File: config.mk
export PLATFORM = sky130hd
export DESIGN_NAME = seq_step_monitor_flat
export DESIGN_NICKNAME = d
export VERILOG_FILES = /design/src/rtl/seq_step_monitor_if.sv /design/src/rtl/seq_step_monitor.sv /design/src/flat_wrapper.sv
export SDC_FILE = /design/constraint.sdc
export NUM_CORES = 1
export LEC_CHECK = 0
export BUFFER_PORTS_ARGS = -buffer_cell sky130_fd_sc_hd__buf_2
export CAP_MARGIN = 20
export CORE_MARGIN = 5
export CORE_UTILIZATION = 45
export CTS_CLUSTER_DIAMETER = 30
export DETAILED_ROUTE_END_ITERATION = 8
export MAX_ROUTING_LAYER = met4
export PLACE_DENSITY_LB_ADDON = 0.1
export SETUP_SLACK_MARGIN = 0.02
export SKIP_LAST_GASP = 1
export SYNTH_ARGS = -nofsm -noshare
export SYNTH_HDL_FRONTEND = slang
export SYNTH_SLANG_ARGS = --single-unit
File: constraint.sdc
create_clock -name clk -period 2 [get_ports clk]
set_clock_uncertainty 0.2 [all_clocks]
set_input_delay 0.3 -clock clk [delete_from_list [all_inputs] [get_ports clk]]
set_output_delay 0.3 -clock clk [all_outputs]
set_load 0.02 [all_outputs]
File: src/rtl/seq_step_monitor_if.sv
`default_nettype none
// ============================================================================
//  Module   : seq_step_monitor_if
//  Brief    : Sample/result bundle between the 0..5 counter tap and the
//             step monitor. The master supplies samples and observes results;
//             the slave (the monitor) consumes samples and drives results.
//  Revision : 1.0  initial release
// ============================================================================
interface seq_step_monitor_if #(
    parameter int LAP_W = 8,
    parameter int ERR_W = 4
);
    logic             en;
    logic [3:0]       num_in;
    logic [1:0]       mode;
    logic             locked;
    logic             step_err;
    logic [ERR_W-1:0] err_cnt;
    logic [LAP_W-1:0] lap_cnt;
    logic [6:0]       seg;

    modport master (
        output en,
        output num_in,
        input  mode,
        input  locked,
        input  step_err,
        input  err_cnt,
        input  lap_cnt,
        input  seg
    );

    modport slave (
        input  en,
        input  num_in,
        output mode,
        output locked,
        output step_err,
        output err_cnt,
        output lap_cnt,
        output seg
    );
endinterface
`default_nettype wire

File: src/rtl/seq_step_monitor.sv
`default_nettype none
// ============================================================================
//  Module   : seq_step_monitor
//  Brief    : Watches the 0..5 dual-sequence counter. Classifies every
//             enabled sample as a linear step, shuffle step, hold at 0 or an
//             illegal step; tracks the stepping mode, counts laps (legal
//             arrivals at 0) and errors, and drives a 7-segment image of the
//             last sample. All outputs are registered (1-clock latency).
//  Revision : 1.0  initial release
// ============================================================================
module seq_step_monitor #(
    parameter int LAP_W = 8,
    parameter int ERR_W = 4
) (
    input  wire logic         clk,
    input  wire logic         reset,
    seq_step_monitor_if.slave bus
);

    typedef enum logic [1:0] {
        ST_IDLE    = 2'd0,   // no valid previous sample
        ST_SYNC    = 2'd1,   // previous sample valid, mode unknown
        ST_LINEAR  = 2'd2,
        ST_SHUFFLE = 2'd3
    } state_t;

    localparam logic [1:0]       c_MODE_NONE = 2'd0;
    localparam logic [1:0]       c_MODE_LIN  = 2'd1;
    localparam logic [1:0]       c_MODE_SHF  = 2'd2;
    localparam logic [ERR_W-1:0] c_ERR_MAX   = {ERR_W{1'b1}};
    localparam logic [6:0]       c_SEG_BLANK = 7'b0000000;
    localparam logic [6:0]       c_SEG_DASH  = 7'b1000000;

    state_t           r_state;
    logic [2:0]       r_prev;
    logic [1:0]       r_mode;
    logic             r_locked;
    logic             r_step_err;
    logic [ERR_W-1:0] r_err_cnt;
    logic [LAP_W-1:0] r_lap_cnt;
    logic [6:0]       r_seg;

    logic             w_legal;
    logic [2:0]       w_cur;
    logic [2:0]       w_lin_next;
    logic [2:0]       w_shf_next;
    logic             w_is_lin;
    logic             w_is_shf;
    logic             w_is_hold;
    logic             w_is_lap;
    logic [ERR_W-1:0] w_err_inc;
    logic [6:0]       w_seg;

    // Only 0..5 exist upstream; the low three bits are the value when legal.
    assign w_legal = (bus.num_in <= 4'd5);
    assign w_cur   = bus.num_in[2:0];

    // Expected next value for each of the two upstream sequences.
    always_comb begin
        w_lin_next = 3'd0;
        w_shf_next = 3'd0;
        case (r_prev)
            3'd0: begin w_lin_next = 3'd1; w_shf_next = 3'd3; end
            3'd1: begin w_lin_next = 3'd2; w_shf_next = 3'd5; end
            3'd2: begin w_lin_next = 3'd3; w_shf_next = 3'd0; end
            3'd3: begin w_lin_next = 3'd4; w_shf_next = 3'd1; end
            3'd4: begin w_lin_next = 3'd5; w_shf_next = 3'd2; end
            3'd5: begin w_lin_next = 3'd0; w_shf_next = 3'd4; end
            default: begin w_lin_next = 3'd0; w_shf_next = 3'd0; end
        endcase
    end

    // The successor sets are disjoint, and hold (0->0) matches neither, so
    // at most one of these is ever true.
    assign w_is_lin  = w_legal && (w_cur == w_lin_next);
    assign w_is_shf  = w_legal && (w_cur == w_shf_next);
    assign w_is_hold = w_legal && (w_cur == 3'd0) && (r_prev == 3'd0);

    // A lap completes on a real step into 0 of either sequence.
    assign w_is_lap  = (w_is_lin || w_is_shf) && (w_cur == 3'd0);

    assign w_err_inc = (r_err_cnt == c_ERR_MAX) ? r_err_cnt
                                                : r_err_cnt + {{(ERR_W-1){1'b0}}, 1'b1};

    // Segment image {g,f,e,d,c,b,a}; anything outside 0..5 shows a dash.
    always_comb begin
        w_seg = c_SEG_DASH;
        case (bus.num_in)
            4'd0:    w_seg = 7'b0111111;
            4'd1:    w_seg = 7'b0000110;
            4'd2:    w_seg = 7'b1011011;
            4'd3:    w_seg = 7'b1001111;
            4'd4:    w_seg = 7'b1100110;
            4'd5:    w_seg = 7'b1101101;
            default: w_seg = c_SEG_DASH;
        endcase
    end

    // Classification FSM with all outputs registered alongside the state.
    always_ff @(posedge clk) begin
        if (!reset) begin
            r_state    <= ST_IDLE;
            r_prev     <= 3'd0;
            r_mode     <= c_MODE_NONE;
            r_locked   <= 1'b0;
            r_step_err <= 1'b0;
            r_err_cnt  <= {ERR_W{1'b0}};
            r_lap_cnt  <= {LAP_W{1'b0}};
            r_seg      <= c_SEG_BLANK;
        end else if (!bus.en) begin
            // Frozen: only the error pulse is allowed to fall.
            r_step_err <= 1'b0;
        end else begin
            r_seg      <= w_seg;
            r_step_err <= 1'b0;
            if (r_state == ST_IDLE) begin
                if (w_legal) begin
                    r_state <= ST_SYNC;
                    r_prev  <= w_cur;
                end else begin
                    r_step_err <= 1'b1;
                    r_err_cnt  <= w_err_inc;
                    r_mode     <= c_MODE_NONE;
                    r_locked   <= 1'b0;
                end
            end else if (w_is_lin) begin
                r_state  <= ST_LINEAR;
                r_mode   <= c_MODE_LIN;
                r_locked <= 1'b1;
                r_prev   <= w_cur;
                if (w_is_lap)
                    r_lap_cnt <= r_lap_cnt + {{(LAP_W-1){1'b0}}, 1'b1};
            end else if (w_is_shf) begin
                r_state  <= ST_SHUFFLE;
                r_mode   <= c_MODE_SHF;
                r_locked <= 1'b1;
                r_prev   <= w_cur;
                if (w_is_lap)
                    r_lap_cnt <= r_lap_cnt + {{(LAP_W-1){1'b0}}, 1'b1};
            end else if (w_is_hold) begin
                // Upstream parked at 0: state, mode and prev stay as they are.
                r_state <= r_state;
            end else begin
                // Broken step: resynchronise on the new value if it is usable.
                r_step_err <= 1'b1;
                r_err_cnt  <= w_err_inc;
                r_mode     <= c_MODE_NONE;
                r_locked   <= 1'b0;
                if (w_legal) begin
                    r_state <= ST_SYNC;
                    r_prev  <= w_cur;
                end else begin
                    r_state <= ST_IDLE;
                end
            end
        end
    end

    assign bus.mode     = r_mode;
    assign bus.locked   = r_locked;
    assign bus.step_err = r_step_err;
    assign bus.err_cnt  = r_err_cnt;
    assign bus.lap_cnt  = r_lap_cnt;
    assign bus.seg      = r_seg;

endmodule
`default_nettype wire

File: src/flat_wrapper.sv
// flat-port wrapper written by rule: the top's interface ports become plain ports
module seq_step_monitor_flat 
#(
    parameter int LAP_W = 8,
    parameter int ERR_W = 4
)
  (clk, reset, bus_en, bus_num_in, bus_mode, bus_locked, bus_step_err, bus_err_cnt, bus_lap_cnt, bus_seg);
  seq_step_monitor_if #(.LAP_W(LAP_W), .ERR_W(ERR_W)) bus_i ();
  input  wire logic clk;
  input  wire logic reset;
  input wire logic [$bits(bus_i.en)-1:0] bus_en;
  input wire logic [$bits(bus_i.num_in)-1:0] bus_num_in;
  output wire logic [$bits(bus_i.mode)-1:0] bus_mode;
  output wire logic [$bits(bus_i.locked)-1:0] bus_locked;
  output wire logic [$bits(bus_i.step_err)-1:0] bus_step_err;
  output wire logic [$bits(bus_i.err_cnt)-1:0] bus_err_cnt;
  output wire logic [$bits(bus_i.lap_cnt)-1:0] bus_lap_cnt;
  output wire logic [$bits(bus_i.seg)-1:0] bus_seg;
  assign bus_i.en = bus_en;
  assign bus_i.num_in = bus_num_in;
  assign bus_mode = bus_i.mode;
  assign bus_locked = bus_i.locked;
  assign bus_step_err = bus_i.step_err;
  assign bus_err_cnt = bus_i.err_cnt;
  assign bus_lap_cnt = bus_i.lap_cnt;
  assign bus_seg = bus_i.seg;
  seq_step_monitor #(.LAP_W(LAP_W), .ERR_W(ERR_W)) u_core (.clk(clk), .reset(reset), .bus(bus_i));
endmodule
==> key figures <==
Global route
  – Remaining Overflow, GRT: 0
  – Largest net degree at the start of global routing: 17
  – GR Util All Layers: around 18%
  – Global-route wire length before repair: 6050 microns
  – Vias in the first global route: 1,369
  – Initial antenna violation count: 0

Timing
  – Hold slack: about 0.15 ns
  – RSZ-0062 raised after global routing: yes
  – Final worst slack: -0.192 ns
  – Minimum clock period: between 2 and 2.5 ns
  – Endpoints failing setup: 13
  – Pins Over Slew Limit: 0
  – Tightest Pin Transition: 0.378 ns
  – Final Hold Vio Count: 0
  – Fin crit share: 110%
  – Worst slew margin: 74.6%
  – FMAX: 0.456 GHz

Synthesis
  – Sequential fraction of the synthesis area: about 36%
  – Mapped Area: between 1000 and 1500 sq um
  – Net Count, Synth: roughly 190
  – Mux cell area share after synthesis: 4.70%
  – FFs w/ async S/R, synth: 0%
  – Compound-Gate Fraction of Synth Area: approximately 22%
  – Gate Count Post-Synth: approximately 180
  – XOR/XNOR Fraction of Synth Area: 1.17%
  – Post-Synth Adder-Cell Area: under 10%
  – #FFs+latches synth: 27
  – Synth Area in Simple Gates: between 20 and 30%
  – Combinational family with the most area after synthesis: simple AND/OR/NAND/NOR gates
  – Post-synthesis cell type count: 49
  – Mapped Avg Cell Area: 8.43 sq um
  – Number of synthesized flops with an enable pin: 0
  – Ys Warns: 0
  – Main synth FF type: dfxtp_1

Status
  – Outcome: finished with violations
  – Failing checks: setup timing

Floorplan
  – Die X: 67.6 microns
  – Die Y-Extent: 67.6 microns
  – Area of the core: between 3000 and 4000 sq um
  – Ports: 30
  – Row count: 21
  – Die Area: 4570 sq um
  – Starting density of the core: a little under half

Power
  – Sw Ratio: a little under a third
  – Pwr/cell area: 516 nW/um^2
  – Combinational share of power: 22.6%
  – Seq pwr share: a little over half
  – Lkg Pwr: about 0.83 nW
  – Internal power: ~740 uW
  – Worst vdd ir: between 0.0003 and 0.0004 V
  – Sw power: roughly 320 uW
  – Clock network fraction of total power: 23.9%
  – Power consumption: about 1.1 mW

Placement
  – GPL Wtd Cong: around 0.81
  – Hpwl dp: 2830 microns
  – DP Area: between 1500 and 2000 sq um
  – Port buffer count: 29
  – Post-Place Setup Slack: -0.241 ns

Setup path
  – R2R Setup Slk: -0.19 ns
  – Crit Path Class: register to register
  – Critical path's top delay family: simple AND/OR/NAND/NOR gates
  – WP buf/inv: 0
  – Worst Reg-to-Reg Cells: 6
  – Worst EP arrival: roughly 2.3 ns
  – Startpoint Class: register
  – Top cell by count, worst path: a21oi_2
  – Worst path required time: between 2 and 2.5 ns
  – Crit end category: register
  – Stages on worst setup path: 6
  – Worst-path fanout max: 5
  – CP cell instances: nor2b_4 > or4b_4 > a211oi_4 > a21oi_2 > or4_4 > a21oi_2
  – Critical Path Max Stage Delay: 0.50 ns
  – Critical path's slowest cell: or4b_4
  – Reg2reg end: u_core.bus.lap_cnt[4]

Hold path
  – Worst Hold Class: primary input to register
  – WHS Path Cells: 3
  – Hold Crit Endpoint: u_core.bus.seg[2]
  – Min-delay src: bus_en

Route
  – Detailed-route via count: between 1,500 and 2,000
  – Vias/cell: around 5.5
  – Drt initial violations: 77
  – Final WL: about 3900 microns
  – Final antenna-violating net count: 0
  – DRT Pass-1 Iters: 4
  – Drt drc: 0
  – Wire length per cell: around 14 microns

Clocking
  – Skew-Pair Late Insertion Delay: 0.34 ns
  – Clock slew at reported path FFs: 0.15 ns
  – CTS H-tree depth: 1
  – Root Buffer: clkbuf_4
  – Longest Clk Path Bufs: 2
  – Post-CTS Hold Fix Bufs: 0
  – CTS tree: built
  – Clock sink count: 27
  – Total CTS buffers: 3

Final layout
  – Core Util, Final: around 63%
  – Final nets: about 240
  – Layout cells sized above 1: about 42%
  – Antenna diodes: 0
  – Synthesis-to-layout area growth: 38.1%
  – Finished layout cell area: ~2100 sq um
  – # fillers: between 200 and 300

Job
  – Max Cap Viol: 0
## synth_stat cells, drive strengths merged, types with 2 or more instances
| cell | n | area share (%) |
|---|---|---|
| a21oi | 16 | 5.6 |
| nor2 | 18 | 4.5 |
| clkbuf | 4 | 1.0 |
| nand2 | 11 | 2.8 |
| o31ai | 3 | 1.5 |
| nor3 | 3 | 1.0 |
| o21ai | 8 | 2.7 |
| and2 | 3 | 1.3 |
| buf | 8 | 3.6 |
| a31oi | 2 | 0.84 |
| nor3b | 2 | 1.0 |
| a22oi | 3 | 1.5 |
| dfxtp | 27 | 36 |
| nand3 | 7 | 2.3 |
| o221a | 3 | 2.3 |
| or4b | 3 | 2.0 |
| ha | 2 | 1.7 |
| or3 | 3 | 1.3 |
| mux2i | 7 | 4.7 |
| nand4 | 2 | 0.84 |
| nor2b | 5 | 2.1 |
| nor4 | 4 | 2.1 |
| a211oi | 4 | 2.7 |
| and3 | 2 | 0.84 |
| nand2b | 6 | 2.5 |
| inv | 3 | 0.75 |
| or4 | 4 | 2.0 |
## placed cells by master (no fill, tap or decap), drive strengths merged, types with 3 or more instances in the layout
master / netlist / routed
inv: 3 / 3
dfxtp: 27 / 27
buf: 8 / 59
nand2b: 6 / 6
clkbuf: 4 / 3
or3: 3 / 3
nand3: 7 / 7
o21ai: 8 / 8
or4: 4 / 4
a21oi: 16 / 16
o221a: 3 / 3
a211oi: 4 / 4
o31ai: 3 / 3
or4b: 3 / 3
a22oi: 3 / 3
mux2i: 7 / 7
nor2b: 5 / 5
nor4: 4 / 4
and2: 3 / 3
nor3: 3 / 3
nand2: 11 / 11
nor2: 18 / 18
## timing repair
item	CTS	global route
buffers inserted	1	0
resized for setup	11	25
setup endpoints to repair	16	20
pin swaps	4	3
cloned	0	0
## routing by layer
metal	vias to the layer above	global-route usage (%)	wire length [microns]
li1	754	-	-
met4	0	6.08	45
met3	4	2.50	152
met5	-	-	0
met2	30	30.7	1990
met1	714	20.8	1670
## how the worst max path moves through the flow
stage / start / to / slack [ns]
6_report: register / u_core.bus.lap_cnt[4] / -0.19
5_1_grt: register / u_core.bus.lap_cnt[4] / -0.25
4_1_cts: register / u_core.bus.lap_cnt[4] / -0.18
3_5_place_dp: bus_num_in[1] / u_core.bus.lap_cnt[1] / -0.24
3_3_place_gp: bus_num_in[0] / u_core.bus.lap_cnt[3] / -0.19
2_1_floorplan: register / u_core.bus.lap_cnt[4] / -0.04
## layout make-up
class | instances | area, sq um | area share [%]
clock buffer | 3 | 22.5 | 1.09
tap | 46 | 57.6 | 2.79
timing repair buffer | 59 | 378 | 18.3
clock inverter | 1 | 7.51 | 0.365
sequential | 27 | 547 | 26.5
multi-input combinational | 134 | 1030 | 50.1
inverter | 4 | 15.0 | 0.729
## tightest hold or removal path, cell delays in order
cell and delay, ns:
buf_2 0.09, buf_4 0.19, a21oi_1 0.08
## power by group through the flow
stage / Sequential (mW) / Combinational [mW] / Clock (mW)
4_1_cts: 0.569 / 0.219 / 0.260
3_3_place_gp: 0.577 / 0.205 / 0
6_report: 0.569 / 0.241 / 0.254
3_5_place_dp: 0.579 / 0.209 / 0
2_1_floorplan: 0.590 / 0.116 / 0
5_1_grt: 0.572 / 0.259 / 0.280
## cells by family after synthesis
logic type,Yosys count
fa+ha+maj,2
compound gates,47
buf+inv,16
simple gates,76
xor+xnor,2
mux,7
flops,27
## metrics by stage
step,cells,TNS [ns]
after floorplan,177,-0.0679
after global placement,269,-2.16
after detailed placement,269,-2.84
after CTS,274,-1.08
after global routing,274,-2.30
final,274,-1.26
Note: power is estimated with default switching activity, not from simulation.
